File: src/rtl/cpu_core_mc_pkg.sv
// Shared types and constants for the multi-cycle CPU core.
package cpu_core_mc_pkg;

  typedef enum logic [2:0] {
    S_FETCH,
    S_DECODE,
    S_OPER,
    S_MEM,
    S_EXEC,
    S_HALT
  } state_e;

  // Instruction class field [7:6]
  localparam logic [1:0] CLS_ALU   = 2'b00;
  localparam logic [1:0] CLS_LOAD  = 2'b01;
  localparam logic [1:0] CLS_STORE = 2'b10;
  localparam logic [1:0] CLS_JUMP  = 2'b11;

  // ALU operation codes carried in the f field; f=0 in class 00 is HALT
  typedef enum logic [2:0] {
    ALU_ADD = 3'd1,
    ALU_SUB = 3'd2,
    ALU_AND = 3'd3,
    ALU_OR  = 3'd4,
    ALU_XOR = 3'd5,
    ALU_MOV = 3'd6,
    ALU_CMP = 3'd7
  } alu_op_e;

  // Jump condition codes carried in the f field of class 11
  localparam logic [2:0] JC_ALWAYS = 3'd0;
  localparam logic [2:0] JC_Z      = 3'd1;
  localparam logic [2:0] JC_NZ     = 3'd2;
  localparam logic [2:0] JC_C      = 3'd3;
  localparam logic [2:0] JC_NC     = 3'd4;

  // True when the instruction byte cannot be executed by a core with nregs registers
  function automatic logic instr_illegal(input logic [7:0] ir, input int nregs);
    logic bad;
    bad = (int'(ir[2:0]) >= nregs);
    case (ir[7:6])
      CLS_ALU:             if (ir[5:3] == 3'd0 && ir[2:0] != 3'd0) bad = 1'b1;
      CLS_LOAD, CLS_STORE: if (ir[5:3] != 3'd0) bad = 1'b1;
      default:             if (ir[5:3] > JC_NC) bad = 1'b1;
    endcase
    return bad;
  endfunction

endpackage

File: src/rtl/cpu_core_mc_if.sv
// Memory port shared by instruction fetch, operand fetch and data access.
interface cpu_core_mc_if #(
  parameter int DATA_W = 8,
  parameter int ADDR_W = 8
);
  logic              mem_req;
  logic              mem_we;
  logic [ADDR_W-1:0] mem_addr;
  logic [DATA_W-1:0] mem_wdata;
  logic              mem_ready;
  logic [DATA_W-1:0] mem_rdata;

  modport master (
    output mem_req, mem_we, mem_addr, mem_wdata,
    input  mem_ready, mem_rdata
  );

  modport slave (
    input  mem_req, mem_we, mem_addr, mem_wdata,
    output mem_ready, mem_rdata
  );
endinterface

File: src/rtl/cpu_core_mc_alu.sv
// Combinational ALU: result plus zero and carry/borrow flags.
module alu_param
  import cpu_core_mc_pkg::*;
#(
  parameter int DATA_W = 8
) (
  input  logic [2:0]        op,
  input  logic [DATA_W-1:0] a,
  input  logic [DATA_W-1:0] b,
  input  logic              c_in,
  output logic [DATA_W-1:0] result,
  output logic              z,
  output logic              c
);

  logic [DATA_W:0] sum;
  logic [DATA_W:0] diff;

  assign sum  = {1'b0, a} + {1'b0, b};
  assign diff = {1'b0, a} - {1'b0, b};

  // Select the result; the extra top bit of sum/diff is the carry or borrow
  always_comb begin
    result = '0;
    c      = 1'b0;
    case (alu_op_e'(op))
      ALU_ADD: begin
        result = sum[DATA_W-1:0];
        c      = sum[DATA_W];
      end
      ALU_SUB, ALU_CMP: begin
        result = diff[DATA_W-1:0];
        c      = diff[DATA_W];
      end
      ALU_AND: result = a & b;
      ALU_OR:  result = a | b;
      ALU_XOR: result = a ^ b;
      ALU_MOV: begin
        result = b;
        c      = c_in;
      end
      default: ;
    endcase
    z = (result == '0);
  end

endmodule

File: src/rtl/cpu_core_mc.sv
// Multi-cycle CPU core: fetch, decode, operand, memory and execute sequencer.
module cpu_core_mc
  import cpu_core_mc_pkg::*;
#(
  parameter int              DATA_W   = 8,
  parameter int              ADDR_W   = 8,
  parameter int              NREGS    = 4,
  parameter logic [ADDR_W-1:0] RESET_PC = '0
) (
  input  logic              clk,
  input  logic              rst,
  input  logic              en,
  cpu_core_mc_if.master     mem,
  output logic              halted,
  output logic              err,
  output logic [ADDR_W-1:0] pc_o,
  output logic              flag_z,
  output logic              flag_c
);

  localparam int RIDX_W = (NREGS > 1) ? $clog2(NREGS) : 1;

  state_e            state_q, state_d;
  logic [ADDR_W-1:0] pc_q;
  logic [7:0]        ir_q;
  logic [ADDR_W-1:0] ar_q;
  logic [DATA_W-1:0] regs [NREGS];
  logic              err_q;
  logic              hold_q;
  logic              flag_z_q, flag_c_q;

  logic              req, we;
  logic [ADDR_W-1:0] addr;
  logic [DATA_W-1:0] wdata;
  logic              xfer;
  logic              take;

  logic [1:0]        cls;
  logic [2:0]        fld;
  logic [RIDX_W-1:0] ridx;
  logic              illegal;
  logic [DATA_W-1:0] rop;

  logic [DATA_W-1:0] alu_result;
  logic              alu_z, alu_c;

  assign cls     = ir_q[7:6];
  assign fld     = ir_q[5:3];
  assign ridx    = ir_q[RIDX_W-1:0];
  assign illegal = instr_illegal(ir_q, NREGS);
  assign rop     = regs[ridx];
  assign xfer    = req && mem.mem_ready;

  alu_param #(.DATA_W(DATA_W)) u_alu (
    .op     (fld),
    .a      (regs[0]),
    .b      (rop),
    .c_in   (flag_c_q),
    .result (alu_result),
    .z      (alu_z),
    .c      (alu_c)
  );

  // State register
  always_ff @(posedge clk or posedge rst) begin
    if (rst) state_q <= S_FETCH;
    else     state_q <= state_d;
  end

  // Next-state: memory states advance only on a completed access
  always_comb begin
    state_d = state_q;
    case (state_q)
      S_FETCH:  if (xfer) state_d = S_DECODE;
      S_DECODE: begin
        if (illegal || (cls == CLS_ALU && fld == 3'd0)) state_d = S_HALT;
        else if (cls == CLS_ALU)                         state_d = S_EXEC;
        else                                             state_d = S_OPER;
      end
      S_OPER:   if (xfer) state_d = (cls == CLS_JUMP) ? S_EXEC : S_MEM;
      S_MEM:    if (xfer) state_d = S_FETCH;
      S_EXEC:   state_d = S_FETCH;
      S_HALT:   state_d = S_HALT;
      default:  state_d = S_FETCH;
    endcase
  end

  // Outputs; a stalled fetch keeps requesting even if en drops, and reset kills the request at once
  always_comb begin
    req   = 1'b0;
    we    = 1'b0;
    addr  = pc_q;
    wdata = rop;
    case (state_q)
      S_FETCH: req = en || hold_q;
      S_OPER:  req = 1'b1;
      S_MEM: begin
        req  = 1'b1;
        addr = ar_q;
        we   = (cls == CLS_STORE);
      end
      default: ;
    endcase
    if (rst) req = 1'b0;
  end

  // Jump condition evaluated against the current flags
  always_comb begin
    take = 1'b0;
    case (fld)
      JC_ALWAYS: take = 1'b1;
      JC_Z:      take = flag_z_q;
      JC_NZ:     take = !flag_z_q;
      JC_C:      take = flag_c_q;
      JC_NC:     take = !flag_c_q;
      default:   take = 1'b0;
    endcase
  end

  // PC, instruction/address registers, flags and error latch
  always_ff @(posedge clk or posedge rst) begin
    if (rst) begin
      pc_q     <= RESET_PC;
      ir_q     <= '0;
      ar_q     <= '0;
      err_q    <= 1'b0;
      hold_q   <= 1'b0;
      flag_z_q <= 1'b0;
      flag_c_q <= 1'b0;
    end else begin
      hold_q <= (state_q == S_FETCH) && req && !mem.mem_ready;
      case (state_q)
        S_FETCH: if (xfer) begin
          ir_q <= mem.mem_rdata[7:0];
          pc_q <= pc_q + 1'b1;
        end
        S_DECODE: if (illegal) err_q <= 1'b1;
        S_OPER: if (xfer) begin
          ar_q <= mem.mem_rdata[ADDR_W-1:0];
          pc_q <= pc_q + 1'b1;
        end
        S_EXEC: begin
          if (cls == CLS_ALU) begin
            flag_z_q <= alu_z;
            flag_c_q <= alu_c;
          end else if (take) begin
            pc_q <= ar_q;
          end
        end
        default: ;
      endcase
    end
  end

  // Register file: ALU writes the accumulator, LOAD writes the addressed register
  always_ff @(posedge clk or posedge rst) begin
    if (rst) begin
      for (int i = 0; i < NREGS; i++) regs[i] <= '0;
    end else if (state_q == S_EXEC && cls == CLS_ALU && fld != ALU_CMP) begin
      regs[0] <= alu_result;
    end else if (state_q == S_MEM && xfer && cls == CLS_LOAD) begin
      regs[ridx] <= mem.mem_rdata;
    end
  end

  assign mem.mem_req   = req;
  assign mem.mem_we    = we;
  assign mem.mem_addr  = addr;
  assign mem.mem_wdata = wdata;

  assign halted = (state_q == S_HALT);
  assign err    = err_q;
  assign pc_o   = pc_q;
  assign flag_z = flag_z_q;
  assign flag_c = flag_c_q;

endmodule

File: src/flat_wrapper.sv
// flat-port wrapper written by rule: the top's interface ports become plain ports
module cpu_core_mc_flat import cpu_core_mc_pkg::*;
#(
  parameter int              DATA_W   = 8,
  parameter int              ADDR_W   = 8,
  parameter int              NREGS    = 4,
  parameter logic [ADDR_W-1:0] RESET_PC = '0
)
  (clk, rst, en, halted, err, pc_o, flag_z, flag_c, mem_mem_req, mem_mem_we, mem_mem_addr, mem_mem_wdata, mem_mem_ready, mem_mem_rdata);
  cpu_core_mc_if #(.DATA_W(DATA_W), .ADDR_W(ADDR_W)) mem_i ();
  input  logic clk;
  input  logic rst;
  input  logic en;
  output logic halted;
  output logic err;
  output logic [ADDR_W-1:0] pc_o;
  output logic flag_z;
  output logic flag_c;
  output wire logic [$bits(mem_i.mem_req)-1:0] mem_mem_req;
  output wire logic [$bits(mem_i.mem_we)-1:0] mem_mem_we;
  output wire logic [$bits(mem_i.mem_addr)-1:0] mem_mem_addr;
  output wire logic [$bits(mem_i.mem_wdata)-1:0] mem_mem_wdata;
  input wire logic [$bits(mem_i.mem_ready)-1:0] mem_mem_ready;
  input wire logic [$bits(mem_i.mem_rdata)-1:0] mem_mem_rdata;
  assign mem_mem_req = mem_i.mem_req;
  assign mem_mem_we = mem_i.mem_we;
  assign mem_mem_addr = mem_i.mem_addr;
  assign mem_mem_wdata = mem_i.mem_wdata;
  assign mem_i.mem_ready = mem_mem_ready;
  assign mem_i.mem_rdata = mem_mem_rdata;
  cpu_core_mc #(.DATA_W(DATA_W), .ADDR_W(ADDR_W), .NREGS(NREGS), .RESET_PC(RESET_PC)) u_core (.clk(clk), .rst(rst), .en(en), .mem(mem_i), .halted(halted), .err(err), .pc_o(pc_o), .flag_z(flag_z), .flag_c(flag_c));
endmodule
File: config.mk
export PLATFORM = sky130hd
export DESIGN_NAME = cpu_core_mc_flat
export DESIGN_NICKNAME = d
export VERILOG_FILES = /design/src/rtl/cpu_core_mc_pkg.sv /design/src/rtl/cpu_core_mc_if.sv /design/src/rtl/cpu_core_mc_alu.sv /design/src/rtl/cpu_core_mc.sv /design/src/flat_wrapper.sv
export SDC_FILE = /design/constraint.sdc
export NUM_CORES = 1
export LEC_CHECK = 0
export BUFFER_PORTS_ARGS = -buffer_cell sky130_fd_sc_hd__buf_2
export CAP_MARGIN = 40
export CORE_MARGIN = 5
export CORE_UTILIZATION = 50
export CTS_BUF_LIST = sky130_fd_sc_hd__clkbuf_4 sky130_fd_sc_hd__clkbuf_8
export CTS_CLUSTER_DIAMETER = 200
export CTS_CLUSTER_SIZE = 8
export DETAILED_ROUTE_END_ITERATION = 8
export MAX_ROUTING_LAYER = met4
export PLACE_DENSITY = 0.69
export SYNTH_ARGS = -nofsm -noshare
export SYNTH_HDL_FRONTEND = slang
export SYNTH_SLANG_ARGS = --single-unit
File: constraint.sdc
create_clock -name clk -period 9.06 [get_ports clk]
set_input_delay 2.718 -clock clk [delete_from_list [all_inputs] [get_ports clk]]
set_output_delay 2.718 -clock clk [all_outputs]
set_load 0.05 [all_outputs]
Word level (Yosys, flattened, before mapping)

Index checks and enable logic that the tools add are counted.

Flip-flop bits (word level): 63
Input port bits: 12
Output and inout port bits: 30

Multiplexer cells: 30
Add/sub/neg operators: 3
Reduce and logical (&&, ||, !) cells: 35
$lt $le $gt $ge: 4
Equal/unequal tests: 22
Bitwise gates (word level): 6

Operators with widths:

| operator                                      | number |
|---|---|
| 2-to-1 mux 8 bit                              | 8 |
| one-hot mux 8 bit (6 select lines)            | 1 |
| bitwise mux 32 bit                            | 1 |
| 2-to-1 mux 32 bit                             | 1 |
| == test 3 bit, second input constant          | 6 |
| 2-to-1 mux 3 bit                              | 6 |
| binary-select mux 8 bit (select 2 bit)        | 1 |
| demux 8 bit (select 2 bit)                    | 1 |
| one-hot mux 8 bit (2 select lines)            | 1 |
| one-hot mux 3 bit (5 select lines)            | 1 |
| == test 3 x 2 -> 1 bit, second input constant | 4 |
| logical AND 1 bit                             | 10 |
| != test 2 x 1 -> 1 bit, second input constant | 5 |
| AND reduction 2 bit                           | 5 |
| adder 8 x 8 -> 9 bit                          | 1 |
| subtractor 8 x 8 -> 9 bit                     | 1 |
| adder 8 x 1 -> 8 bit, second input constant   | 1 |
| AND 8 bit                                     | 1 |
| zero test 8 bit                               | 1 |
| bitwise OR 8 bit                              | 1 |
| OR reduction 2 bit                            | 4 |
| XOR 8 bit                                     | 1 |
| == test 3 x 1 -> 1 bit, second input constant | 2 |
| >= comparator 3 bit, second input constant    | 2 |
| 20 further kinds                              | 34 |

Longest topological paths before layout

Gate-level depths: netlist of run 1.

Depth in word-level cells: 9
Gate-level depth with buffers: 12
Mapped depth without buffers: 9

By module

Synthesis of run 1 repeated with hierarchy kept, for this count alone.

Cells, all modules: 472
Area, all modules: 4,734.5 um^2

By module, submodules not included:

| module      | area an instance (um^2) | cells an instance | instances |
|---|---|---|---|
| cpu_core_mc | 3,168.0                 | 264               | 1 |
| alu_param   | 1,566.5                 | 208               | 1 |

Least setup slack after synthesis of run 1

Ideal clock, no wire load.

Path type: input -> output
Start point: input port en
End point: output port mem_mem_req
Setup slack: 3.005 ns
Cell stages on the path: 3
Data required time: 6.342 ns
Arrival time: 3.337 ns
Cell sequence: o21ba_2 > o21ai_0 > inv_1

Cells in the longest elaborated chain, start to end: 3

RTL lines:

| what                               | line               | source |
|---|---|---|
| from (decl)                        | flat_wrapper.sv:13 | `input logic en;` |
| logical OR 1 bit                   | cpu_core_mc.sv:95  | `S_FETCH: req = en \|\| hold_q;` |
| one-hot mux 1 bit (2 select lines) | cpu_core_mc.sv:94  | `case (state_q)` |
| 2-to-1 mux 1 bit                   | cpu_core_mc.sv:104 | `if (rst) req = 1'b0;` |
| to (decl)                          | flat_wrapper.sv:19 | `output wire logic [$bits(mem_i.mem_req)-1:0] mem_mem_req;` |

No other way between the ends.

Final worst setup path of run 1

Ends and elaborated chain as after synthesis.

==> results, run 1 <==
- The number of cells on the worst reg-to-reg path is 9.
- The cell at the root of the clock tree is sky130_fd_sc_hd__clkbuf_8.
- The worst setup slack for register-to-register paths is 5.30 ns.
- For the worst setup path, the data required time is 6.34 ns.
- The die is 105 um tall.
- The die covers 10900 um2.
- The global-route congestion overflow total is 0.
- The endpoint type of the worst setup path is a primary output.
- The share of the synthesized area in the top cell type is 35.2%.
- By startpoint and endpoint, the worst setup path is classified as primary input to primary output.
- Each instance of the synthesized netlist takes up on average 10.2 um2.
- The static leakage power is 2.32 nW.
- Across the run, the number of max-cap violations was 0.
- The final number of max-transition violations was 0.
- Derived from the worst setup path, the maximum achievable clock frequency is 160 MHz.
- Using the TritonRoute via totals, the vias-per-cell ratio works out to 6.16.
- The final count of hold timing violations was 0.
- After clock tree synthesis, the clock-pin slew on the worst setup and hold paths is 0.08 ns.
- The post-CTS setup-driven buffer insertion count is 0.
- The post-synthesis sequential area ratio is 35.2%.
- The number of sinks driven by the clock tree is 63.
- Synthesis produced a netlist with a net count of 483.
- Setup violations remaining at the end of the flow were counted as 0.
- The fraction of registers with async set or reset after synthesis is 100%.
- Measured along the x axis, the die boundary spans 105 um.
- The summed negative setup slack over all endpoints is 0 ns.
- For this run, the number of Yosys warnings is 0.
- The top flip-flop cell by instance count after synthesis is sky130_fd_sc_hd__dfrtp_1.
- Entering global routing, the biggest net connects 64 pins.
- The number of buffers added by the clock tree synthesis step is 9.
- The first routing iteration left 174 violations.
- The number of vias in the routed layout is 3626.
- Before CTS, the worst setup slack after placement is 2.81 ns.
- The worst pin sits at a relative slew slack of 39.6%.
- The insertion delay of the later-clocked pin in the worst-skew pair is 0.34 ns.
- The TritonCTS clock tree is built.
- The worst register-to-register path begins at u_core.ir_q[0].
- The synthesized netlist contains 72 unique library cells.
- The cell type with the largest total area after synthesis is sky130_fd_sc_hd__dfrtp_1.
- The clock passes through at most 2 buffers.
- The quantity of I/O buffers inserted on ports is 41.
- In the final layout, the share of cells above drive strength 1 is 27.0%.
- The maximum net fanout on the critical path is 2.
- Subtracting the final worst setup slack from the clock period gives 6.26 ns.
- The detail route stage leaves a number of antenna-violating nets equal to 0.
- In this run the count of I/O pins placed on the die edge is 42.
- The total routing usage reported by global routing is 20.4%.
- After clock tree synthesis, the repair step resized 0 gates.
- The number of placement rows is 34.
- The critical path startpoint is en.
- After detailed placement, the design holds a cell count of 573.
- The number of H-tree levels is 3.
- The setup slack of the critical path after layout is 2.80 ns.
- For this run, design rule violations remaining after detail routing come to 0.
- The commonest cells after synthesis are sky130_fd_sc_hd__dfrtp_1, sky130_fd_sc_hd__mux2_2, sky130_fd_sc_hd__ha_1.
- Total power for the finished layout comes to 0.00175 W.
- The run finished with clean final reports.
- The initial core utilization is 51.3%.
- For the final database, setup skew stands at 0.0104 ns.
- Summed over all layers, the routed wires come to 10.8 mm.
- The placeable core region is 8720 um2.
- Setup repair after global routing left no endpoint under its margin.
- The non-filler instance count after layout is 589.
- The number of synthesized flops with an enable pin is 0.
- Summed over all nets, the half-perimeter wirelength after detailed placement is 7.86 mm.
- The endpoint identified for the worst register-to-register timing path is u_core.flag_z.
- After filler insertion, the fill cell instance count of the layout stands at 732.
- VDD sags by at most 0.278 mV.
- The number of diodes added for antenna fixing is 0.
- The first global-routing pass estimated 17.9 mm of wire.
- The path class of the lowest-slack min-delay path is flop to flop.
- The arrival time at the worst endpoint is 3.54 ns.
- The power density over the cells is 353 nW/um2.
- The startpoint type of the worst setup path is a primary input.
- The portion of the clock cycle consumed by the worst path in the final layout is 69.1%.
- The number of global-route vias before repair came to 3493.
- The placer congestion estimate is 0.901.
- The detailed-routing iteration count for the pre-antenna-repair pass is 5.
- The number of standard cells after synthesis is 438.
- Ranked by total cell area, the synthesized netlist is headed by sky130_fd_sc_hd__dfrtp_1, sky130_fd_sc_hd__mux2_2, sky130_fd_sc_hd__ha_1.
- After clock tree synthesis, the flow added hold-fix buffers numbering 0.
- After synthesis the netlist holds a flip-flop and latch count of 63.
- The net count of the finished layout is 521.
- Following the worst setup path forward leads to its endpoint at mem_mem_req.
- sky130_fd_sc_hd__dfrtp_1 is the most common cell in the netlist.
- The slew at the pin with the worst max-slew slack is 0.906 ns.
- The number of antenna violations at the first check in global routing is 0.
- The synthesis-to-layout area growth is 10.8%.
- The worst slack on hold paths is 0.459 ns.
- The cell area after synthesis is 4470 um2.
- After detailed routing, the average wire length per cell comes to 18.3 um.
-- stage by stage --
| step | utilization [%] | area [um2] |
|---|---|---|
| final | 56.8 | 4950 |
| after CTS | 56.8 | 4950 |
| after detailed placement | 54.7 | 4770 |
| after floorplan | - | 4470 |
| after global placement | 54.3 | 4730 |
| after global routing | 56.8 | 4950 |
-- worst max-delay path, cell delays in order --
cell,delay (ns)
sky130_fd_sc_hd__buf_2,0.10
sky130_fd_sc_hd__o21ba_2,0.19
sky130_fd_sc_hd__o21ai_0,0.23
sky130_fd_sc_hd__inv_1,0.08
sky130_fd_sc_hd__buf_2,0.22
-- how the worst min path moves through the flow --
| stage | startpoint | end | slack (ns) | cells past startpoint |
|---|---|---|---|---|
| floorplan | u_core.regs[5] | u_core.regs[5] | 0.47 | 1 |
| finish | u_core.err | u_core.err | 0.46 | 1 |
| global placement | u_core.err | u_core.err | 0.43 | 1 |
| global route | u_core.err | u_core.err | 0.48 | 1 |
| detailed placement | u_core.err | u_core.err | 0.44 | 1 |
| CTS | u_core.err | u_core.err | 0.46 | 1 |
-- cell type report --
cell class              instances  area, um2  share of cell area [%]
multi-input cells             325       2680                    54.0
flip-flops and latches         63       1580                    31.8
repair buffers                 46        263                    5.30
well taps                     108        135                    2.73
clock buffers                   9        124                    2.50
inverters                      31        116                    2.35
clock inverters                 7       63.8                    1.29
-- report_power, final --
part	switching [W]	internal [W]	total (W)
logic	0.000627	0.000392	0.00102
registers	0.000141	0.000358	0.000499
clock network	0.000108	0.000125	0.000233
total	0.000876	0.000875	0.00175
-- metal layers --
layer	vias to the layer above	wire, um	global-route usage (%)
met5	-	0	-
met4	0	78	4.47
met3	12	521	2.84
met2	105	5090	31.6
met1	1807	5060	28.7
li1	1702	-	-
-- state kept, by name (all words and copies together), names as in the netlist --
register        cells
u_core.ir_q         8
u_core.pc_o         8
u_core.ar_q         8
u_core.flag_c       1
u_core.regs        32
u_core.hold_q       1
u_core.flag_z       1
u_core.err          1
u_core.state_q      3
-- layout by cell type (no fill, tap or decap), types with 4 or more instances in the layout --
| cell | n |
|---|---|
| sky130_fd_sc_hd__nor2_1 | 29 |
| sky130_fd_sc_hd__buf_2 | 41 |
| sky130_fd_sc_hd__a31oi_1 | 8 |
| sky130_fd_sc_hd__buf_4 | 4 |
| sky130_fd_sc_hd__mux4_2 | 7 |
| sky130_fd_sc_hd__o21ai_0 | 15 |
| sky130_fd_sc_hd__clkinv_2 | 5 |
| sky130_fd_sc_hd__a221o_1 | 5 |
| sky130_fd_sc_hd__clkbuf_8 | 9 |
| sky130_fd_sc_hd__a22o_1 | 4 |
| sky130_fd_sc_hd__ha_1 | 31 |
| sky130_fd_sc_hd__nand2_1 | 26 |
| sky130_fd_sc_hd__o22a_1 | 5 |
| sky130_fd_sc_hd__and3_1 | 6 |
| sky130_fd_sc_hd__nand3_1 | 12 |
| sky130_fd_sc_hd__nand2b_1 | 6 |
| sky130_fd_sc_hd__a21o_1 | 7 |
| sky130_fd_sc_hd__dfrtp_1 | 63 |
| sky130_fd_sc_hd__nor3_1 | 8 |
| sky130_fd_sc_hd__inv_1 | 29 |
| sky130_fd_sc_hd__nor3b_1 | 6 |
| sky130_fd_sc_hd__mux2_2 | 48 |
| sky130_fd_sc_hd__a21oi_1 | 23 |
| sky130_fd_sc_hd__nor2b_1 | 5 |
-- logic make-up (layout without fill, tap and decap cells) --
| logic type | count (synthesis) | after routing | synth area share [%] |
|---|---|---|---|
| adders and majority gates | 33 | 33 | 9.57 |
| buffers and inverters | 50 | 93 | 4.92 |
| xor gates and xnor gates | 4 | 4 | 0.783 |
| DFF | 63 | 63 | 35.2 |
| and+or+nand+nor | 113 | 113 | 13.0 |
| muxes | 60 | 60 | 17.1 |
| AOI/OAI and AO/OA | 115 | 115 | 19.3 |
Power figures use the tool's default switching activity.
==> run 2: changes to the inputs <==
==> constraint.sdc (replaced) <==
create_clock -name clk -period 6.4 [get_ports clk]
set_input_delay 1.92 -clock clk [delete_from_list [all_inputs] [get_ports clk]]
set_output_delay 1.92 -clock clk [all_outputs]
set_load 0.05 [all_outputs]
==> run 2 against run 1 <==
Against the previous run:
- hold slack lost 0.0040 ns
- final area is essentially flat
- first-iteration DRC count shrank 0.57%
- via count grew 0.44%
- power grew 42%
- clock-buffer cell count grew 1
- largest cell class unchanged
==> results, run 2 (same netlist as run 1, synthesis figures left out) <==
- The final critical delay including setup and external delays is 4.64 ns.
- The switching fraction of total power is 50.2% (+0.19 points).
- The post-CTS setup-driven buffer insertion count is 0 (unchanged).
- The number of gates resized after CTS is 0 (unchanged).
- The combinational share of power is 57.4% (-0.8 points).
- The number of max-cap violations is 0 (unchanged).
- The wire length of the first global-routing pass came to 18.0 mm (+0.92%).
- The buffer levels on the longest clock path came to 2 (unchanged).
- The TritonCTS clock tree is built.
- The cell sitting at the root of the clock tree is a sky130_fd_sc_hd__clkbuf_8.
- The library cell appearing most often on the critical path is sky130_fd_sc_hd__buf_2.
- The maximum clock frequency is 215 MHz.
- The per-cell routed wire length was 18.7 um (+2.3%).
- The number of vias in the routed layout is 3642 (+0.44%).
- The post-place instance area is 4760 um2 (-0.16%).
- The residual antenna-violating net count after detailed routing is 0 (unchanged).
- The internal portion of total power came to 0.00124 W (+42%).
- The final number of setup-violating endpoints is 0 (unchanged).
- The share of total power in the clock network is 13.5% (+0.2 points).
- The worst slack on hold paths is 0.455 ns (-0.00404 ns).
- The number of design-rule violations left by the first detailed-router iteration came to 173 (-0.57%).
- The area of the die is 10900 um2 (unchanged).
- The number of buffers added by the clock tree synthesis step was 9 (unchanged).
- The power density over the cells is 503 nW/um2 (+42%).
- The start point of the worst min-delay path is u_core.err.
- The met1 track demand over resource is 27.9% (-0.83 points).
- The beginning of the worst register-to-register path is u_core.ir_q[0].
- On the critical path the largest part of the delay comes from compound AO/OA/AOI/OAI gates.
- The number of flip-flops in the largest register was 32 (unchanged).
- The number of sinks driven by the clock tree is 63 (unchanged).
- The placer congestion estimate is 0.895 (-0.62%).
- The leading cell type in the layout, fill and taps excluded is sky130_fd_sc_hd__dfrtp_1.
- Setup repair after global routing left no endpoint under its margin.
- The share of layout cells above drive strength 1 is 26.9% (-0.15 points).
- The portion of the clock cycle consumed by the worst path in the final layout is 72.5%.
- The switching power summed over all nets is 0.00125 W (+43%).
- The worst setup path is launched from a primary input.
- The number of antenna violations at the first check in global routing came to 0 (unchanged).
- The run finished with clean final reports.
- The number of placement rows is 34 (unchanged).
- The maximum net fanout on the critical path was 2 (unchanged).
- The top-level I/O count was 42 (unchanged).
- The quantity of I/O buffers inserted on ports was 41 (unchanged).
- The placed wire-length estimate after detailed placement came to 8.00 mm (+1.8%).
- The core occupancy in the finished layout is 56.8% (about the same).
- The slowest stage of the critical path belongs to the cell sky130_fd_sc_hd__o21ai_0.
- The horizontal die dimension is 105 um (unchanged).
- The placeable core region is 8720 um2 (unchanged).
- The static leakage power is 2.32 nW (-0.34%).
- The worst path buffer plus inverter count came to 3 (unchanged).
- The slew at the pin with the worst max-slew slack was 0.898 ns (-0.00813 ns).
- The arrival time at the worst endpoint came to 2.72 ns (-0.82 ns).
- The power consumption is 0.00249 W (+42%).
- The post-layout net count is 520 (-0.19%).
- The pin count of the biggest net entering global routing is 64 (unchanged).
- The clock transition at the registers of the reported paths was 0.07 ns (about the same).
- The filler cell count is 765 (+4.5%).
- The via-per-instance ratio is 6.19 (+0.61%).
- The required time of the critical path came to 4.48 ns (-1.86 ns).
- The remaining design rule violation count is 0 (unchanged).
- The total routing usage reported by global routing was 20.8% (+0.44 points).
- The register with the most flip-flops is u_core.regs.
- The peak supply drop was 0.384 mV (+38%).
- The worst setup skew after layout is 0.00889 ns (-0.00153 ns).
- The fraction of met3 tracks used by global routing is 4.01% (+1.2 points).
- The insertion delay of the later-clocked pin in the worst-skew pair was 0.34 ns (about the same).
- The initial core utilization came to 51.3% (unchanged).
- The critical path startpoint is en.
- The number of H-tree levels came to 3 (unchanged).
- The number of global-route vias before repair came to 3560 (+1.9%).
- The met2 track demand over resource in global routing is 32.5% (+0.90 points).
- The delay contributed by the slowest stage of the critical path is 0.22 ns (about the same).
- The global-route congestion overflow total is 0 (unchanged).
- In the layout the commonest cells are sky130_fd_sc_hd__dfrtp_1, sky130_fd_sc_hd__mux2_2, sky130_fd_sc_hd__buf_2.
- The synthesis-to-layout area growth came to 10.7% (about the same).
- The worst setup path is captured at a primary output.
- The summed negative setup slack over all endpoints was 0 ns (unchanged).
- The min-delay analysis places its worst path in the category flop to flop.
- The chip height is 105 um (unchanged).
- Walking the worst path, the cells encountered are buf_2, o21ba_2, o21ai_0, inv_1, buf_2.
- The final wirelength is 11.0 mm (+2.2%).
- The final standard cell area without fillers is 4950 um2 (about the same).
- The number of diodes added for antenna fixing is 0 (unchanged).
- The worst slew margin relative to its limit is 40.2% (+0.54 points).
- The final number of max-transition violations is 0 (unchanged).
- The portion of total power attributed to sequential cells came to 29.1% (+0.6 points).
- The final count of hold timing violations is 0 (unchanged).
- The count of hold-fix buffers inserted at cts is 0 (unchanged).
- met2 is the most crowded layer.
- The critical path is of the primary input to primary output type.
- The detailed-routing iteration count for the pre-antenna-repair pass is 4 (-1).
## run 2: cell types whose count changed in the layout (fill, tap and decap cells not counted)
cell,before,now
sky130_fd_sc_hd__clkinv_2,5,3
sky130_fd_sc_hd__clkinvlp_4,0,1
sky130_fd_sc_hd__clkbuf_4,0,1
sky130_fd_sc_hd__buf_4,4,3
## run 2: through the flow
step,worst slack [ns],cells
floorplan,1.94,438
global placement,1.79,570
detailed placement,1.76,572
CTS,1.75,588
global route,1.67,588
finish,1.76,588
## run 2: cell type report
type / count / area [um2] / area share, %
well taps: 108 / 135 / 2.73
clock inverters: 6 / 61.3 / 1.24
repair buffers: 45 / 255 / 5.15
clock buffers: 10 / 131 / 2.65
flip-flops and latches: 63 / 1580 / 31.8
multi-input cells: 325 / 2680 / 54.0
inverters: 31 / 116 / 2.35
## run 2: power groups by stage
stage	Combinational (W)	Clock (W)	Sequential, W
floorplan	0.00111	0	0.000705
global placement	0.00134	0	0.000738
detailed placement	0.00141	0	0.000728
CTS	0.00142	0.000346	0.000720
global route	0.00155	0.000362	0.000750
finish	0.00143	0.000337	0.000724
## run 2: path summary, 6_finish.rpt
path	to	slack (ns)	depth (start not counted)
max	mem_mem_req	1.76	5
min	u_core.err	0.45	1
max reg2reg	u_core.flag_z	2.70	9
min reg2reg	u_core.err	0.45	1
max in group asynchronous	u_core.regs[28]	4.05	3
min in group asynchronous	u_core.hold_q	1.81	3
## run 2: layer usage
layer / vias up / part of all wire [%] / routed length [um]
li1: 1714 / - / -
met4: 0 / 1.6 / 173
met2: 120 / 48 / 5240
met5: - / 0 / 0
met3: 17 / 5.2 / 576
met1: 1791 / 46 / 5010
==> run 3: changes to the inputs <==
--- a/config.mk
+++ b/config.mk
@@ -5,6 +5,7 @@
 export SDC_FILE = /design/constraint.sdc
 export NUM_CORES = 1
 export LEC_CHECK = 0
+export ABC_AREA = 1
 export BUFFER_PORTS_ARGS = -buffer_cell sky130_fd_sc_hd__buf_2
 export CAP_MARGIN = 40
 export CORE_MARGIN = 5
==> constraint.sdc (replaced) <==
create_clock -name clk -period 4.44 [get_ports clk]
set_input_delay 1.332 -clock clk [delete_from_list [all_inputs] [get_ports clk]]
set_output_delay 1.332 -clock clk [all_outputs]
set_load 0.05 [all_outputs]
==> run 3 against run 2 <==
Against the previous run:
- hold slack better by 0.0040 ns
- sequential power grew 29%
- largest cell class unchanged
- core utilization down 0.59 points
- register-to-register slack got worse by 1.3 ns
- largest power group unchanged
- first-iteration DRC count grew 43%
- routed wire length rose by 9.6%
- non-clock buffer count decreased by 2
- clock power rose by 84%
==> results, run 3 <==
- The number of max-cap violations is 0 (unchanged).
- The final standard cell area without fillers is 5140 um2 (+3.9%).
- The path class of the lowest-slack min-delay path is flop to flop.
- The peak supply drop came to 0.627 mV (+63%).
- The power density over the cells was 711 nW/um2 (+41%).
- The number of gates resized after CTS is 0 (unchanged).
- The number of diodes added for antenna fixing is 0 (unchanged).
- The post-synthesis xor/xnor area fraction was 0.377% (-0.41 points).
- The worst slack on hold paths is 0.459 ns (+0.00397 ns).
- Sorting the synthesized cells by area gives the leading types as sky130_fd_sc_hd__dfrtp_1, sky130_fd_sc_hd__nand2_1, sky130_fd_sc_hd__ha_1.
- The number of distinct library cells after synthesis is 33 (-54%).
- The quantity of I/O buffers inserted on ports is 41 (unchanged).
- The share of the synthesized area in the top cell type is 33.9% (-1.3 points).
- After synthesis, the largest family of logic cells by area is simple AND/OR/NAND/NOR gates.
- The number of warning messages in the yosys log is 0 (unchanged).
- The cell at the root of the clock tree is sky130_fd_sc_hd__clkbuf_8.
- The final number of max-transition violations is 0 (unchanged).
- The placer congestion estimate is 0.893 (-0.18%).
- The post-layout net count is 755 (+45%).
- The beginning of the worst register-to-register path is u_core.ir_q[0].
- The count of hold-fix buffers inserted at cts is 0 (unchanged).
- The share of layout cells above drive strength 1 is 13.0% (-14 points).
- The synthesized-area fraction occupied by adder cells came to 9.21% (-0.36 points).
- The share of the synthesized area in compound gates (AO/OA/AOI/OAI) is 12.6% (-6.7 points).
- More flip-flops sit in one register than any other, and that register is u_core.regs.
- The synthesis-stage register bit count is 63 (unchanged).
- The wire length of the first global-routing pass came to 20.5 mm (+14%).
- The post-CTS setup-driven buffer insertion count is 0 (unchanged).
- The post-place instance area is 4900 um2 (+2.9%).
- The static leakage power is 2.77 nW (+19%).
- The final count of hold timing violations is 0 (unchanged).
- The TritonCTS clock tree is built.
- The filler cell count is 910 (+19%).
- The number of design-rule violations left by the first detailed-router iteration is 248 (+43%).
- The detailed-routing iteration count for the pre-antenna-repair pass is 5 (+1).
- The fraction of registers with async set or reset after synthesis is 100% (unchanged).
- The endpoint type of the worst setup path is a primary output.
- The fraction of synthesized area in multiplexers was 0% (-17 points).
- The classification of the worst setup path is flop to primary output.
- The placed wire-length estimate after detailed placement was 9.17 mm (+15%).
- The synthesized area per cell is 6.90 um2 (-32%).
- The leading cell type in the layout, fill and taps excluded is sky130_fd_sc_hd__nand2_1.
- The slew at the pin with the worst max-slew slack was 0.865 ns (-0.0329 ns).
- The maximum clock frequency is 290 MHz.
- The summed negative setup slack over all endpoints is 0 ns (unchanged).
- The residual antenna-violating net count after detailed routing is 0 (unchanged).
- The top flip-flop cell by instance count after synthesis is sky130_fd_sc_hd__dfrtp_1.
- The top-level I/O count is 42 (unchanged).
- The via-per-instance ratio is 5.31 (-14%).
- The initial core utilization is 50.8% (-0.51 points).
- The remaining design rule violation count is 0 (unchanged).
- The number of buffers added by the clock tree synthesis step is 9 (unchanged).
- The number of synthesized flops with an enable pin is 0 (unchanged).
- The critical path startpoint is u_core.ir_q[0].
- The flow ran to the end, and the final reports show no timing, DRC or antenna violations.
- The number of sinks driven by the clock tree came to 63 (unchanged).
- The placeable core region is 9150 um2 (+4.9%).
- The per-cell routed wire length came to 14.6 um (-22%).
- The number of cells on the worst reg-to-reg path was 19 (+10).
- The most frequent cell after synthesis is sky130_fd_sc_hd__nand2_1.
- The number of vias in the routed layout is 4383 (+20%).
- The worst setup slack for register-to-register paths is 1.40 ns (-1.30 ns).
- The number of standard cells after synthesis is 674 (+54%).
- The clock transition at the registers of the reported paths is 0.08 ns (about the same).
- The cell area after synthesis is 4650 um2 (+3.9%).
- The number of global-route vias before repair is 4174 (+17%).
- The required time of the critical path came to 3.11 ns (-1.37 ns).
- The buffer levels on the longest clock path is 2 (unchanged).
- The worst setup skew after layout is 0.0127 ns (+0.00376 ns).
- The net count after synthesis is 719 (+49%).
- The library cells used most frequently in the layout, excluding fill and tap cells, are sky130_fd_sc_hd__nand2_1, sky130_fd_sc_hd__inv_1, sky130_fd_sc_hd__dfrtp_1.
- The area share of and/or/nand/nor cells after synthesis is 34.2% (+21 points).
- Following the worst setup path forward leads to its endpoint at mem_mem_wdata[7].
- The synthesis-to-layout area growth was 10.7% (about the same).
- Setup repair after global routing left no endpoint under its margin.
- The portion of the clock cycle consumed by the worst path in the final layout is 77.7%.
- The maximum net fanout on the critical path came to 15 (+13).
- The clock period could shrink to 3.45 ns.
- The commonest cells after synthesis are sky130_fd_sc_hd__nand2_1, sky130_fd_sc_hd__inv_1, sky130_fd_sc_hd__dfrtp_1.
- The core occupancy in the finished layout is 56.2% (-0.59 points).
- The cell type with the largest total area after synthesis is sky130_fd_sc_hd__dfrtp_1.
- The number of placement rows came to 35 (+2.9%).
- The pin count of the biggest net entering global routing is 64 (unchanged).
- The insertion delay of the later-clocked pin in the worst-skew pair came to 0.34 ns (about the same).
- The final wirelength came to 12.0 mm (+9.6%).
- The chip height is 106 um (+1.7%).
- The arrival time at the worst endpoint is 2.12 ns (-0.60 ns).
- The horizontal die dimension is 106 um (+1.7%).
- The number of antenna violations at the first check in global routing is 0 (unchanged).
- The startpoint type of the worst setup path is a flop.
- The area of the die was 11300 um2 (+3.5%).
- The worst slew margin relative to its limit is 42.0% (+1.9 points).
- The total routing usage reported by global routing was 22.9% (+2.1 points).
- The post-synthesis sequential area ratio is 33.9% (-1.3 points).
- The final number of setup-violating endpoints is 0 (unchanged).
- The number of flip-flops in the largest register came to 32 (unchanged).
- The number of H-tree levels was 3 (unchanged).
- The endpoint of the most critical register-to-register path is u_core.flag_z.
- The global-route congestion overflow total came to 0 (unchanged).
run 3: cell count changes after synthesis, sizes merged, moves of 8 or more:
cell | before | now
nand2 | 26 | 246
o21ai | 16 | 76
inv | 31 | 90
mux2 | 49 | 0
nand3 | 12 | 56
nor2 | 29 | 41
a31oi | 8 | 0
mux4 | 8 | 0
run 3: final cells by class:
class                           count  area, um2  share of cell area, %
Timing Repair Buffer               43        220                   4.28
Clock inverter                      7        121                   2.36
Clock buffer                        9        124                   2.41
Tap cell                          111        139                   2.70
Multi-Input combinational cell    503       2620                   51.0
Sequential cell                    63       1580                   30.6
Inverter                           90        342                   6.64
run 3: cells by family (layout without fill, tap and decap cells):
group / Yosys count / after routing
AOI/OAI and AO/OA: 105 / 105
buffers and inverters: 108 / 149
adders and majority gates: 33 / 33
xor gates and xnor gates: 2 / 2
and+or+nand+nor: 363 / 363
DFF: 63 / 63
run 3: per-stage QoR:
step           instances  setup slack (ns)  power [W]
4_1_cts              826             0.990    0.00365
2_1_floorplan        674             0.272    0.00254
3_3_place_gp         810              1.13    0.00299
5_1_grt              826             0.821    0.00397
3_5_place_dp         810              1.13    0.00303
6_report             826             0.989    0.00366
run 3: how the worst min path moves through the flow:
stage | start | endpoint | cells after the start
3_3_place_gp | u_core.err | u_core.err | 2
3_5_place_dp | u_core.err | u_core.err | 2
5_1_grt | u_core.err | u_core.err | 2
2_1_floorplan | u_core.ir_q[2] | u_core.ir_q[2] | 2
6_report | u_core.err | u_core.err | 2
4_1_cts | u_core.err | u_core.err | 2
run 3: worst max-delay path: stages (launching register included):
cell	delay [ns]
sky130_fd_sc_hd__dfrtp_1	0.53
sky130_fd_sc_hd__buf_4	0.28
sky130_fd_sc_hd__inv_2	0.14
sky130_fd_sc_hd__nor2_1	0.24
sky130_fd_sc_hd__a21oi_1	0.11
sky130_fd_sc_hd__nand2_1	0.18
sky130_fd_sc_hd__buf_2	0.30
run 3: metal layers:
| metal | up-vias | GRT usage, % | wire (um) |
|---|---|---|---|
| met5 | - | - | 0 |
| met4 | 0 | 5.39 | 123 |
| met3 | 14 | 2.85 | 570 |
| met2 | 111 | 37.2 | 5730 |
| met1 | 2041 | 30.9 | 5620 |
| li1 | 2217 | - | - |
run 3: power by group:
group | internal [W] | switching [W]
clock network | 0.000375 | 0.000244
registers | 0.000718 | 0.000219
logic | 0.000590 | 0.00151
total | 0.00168 | 0.00198
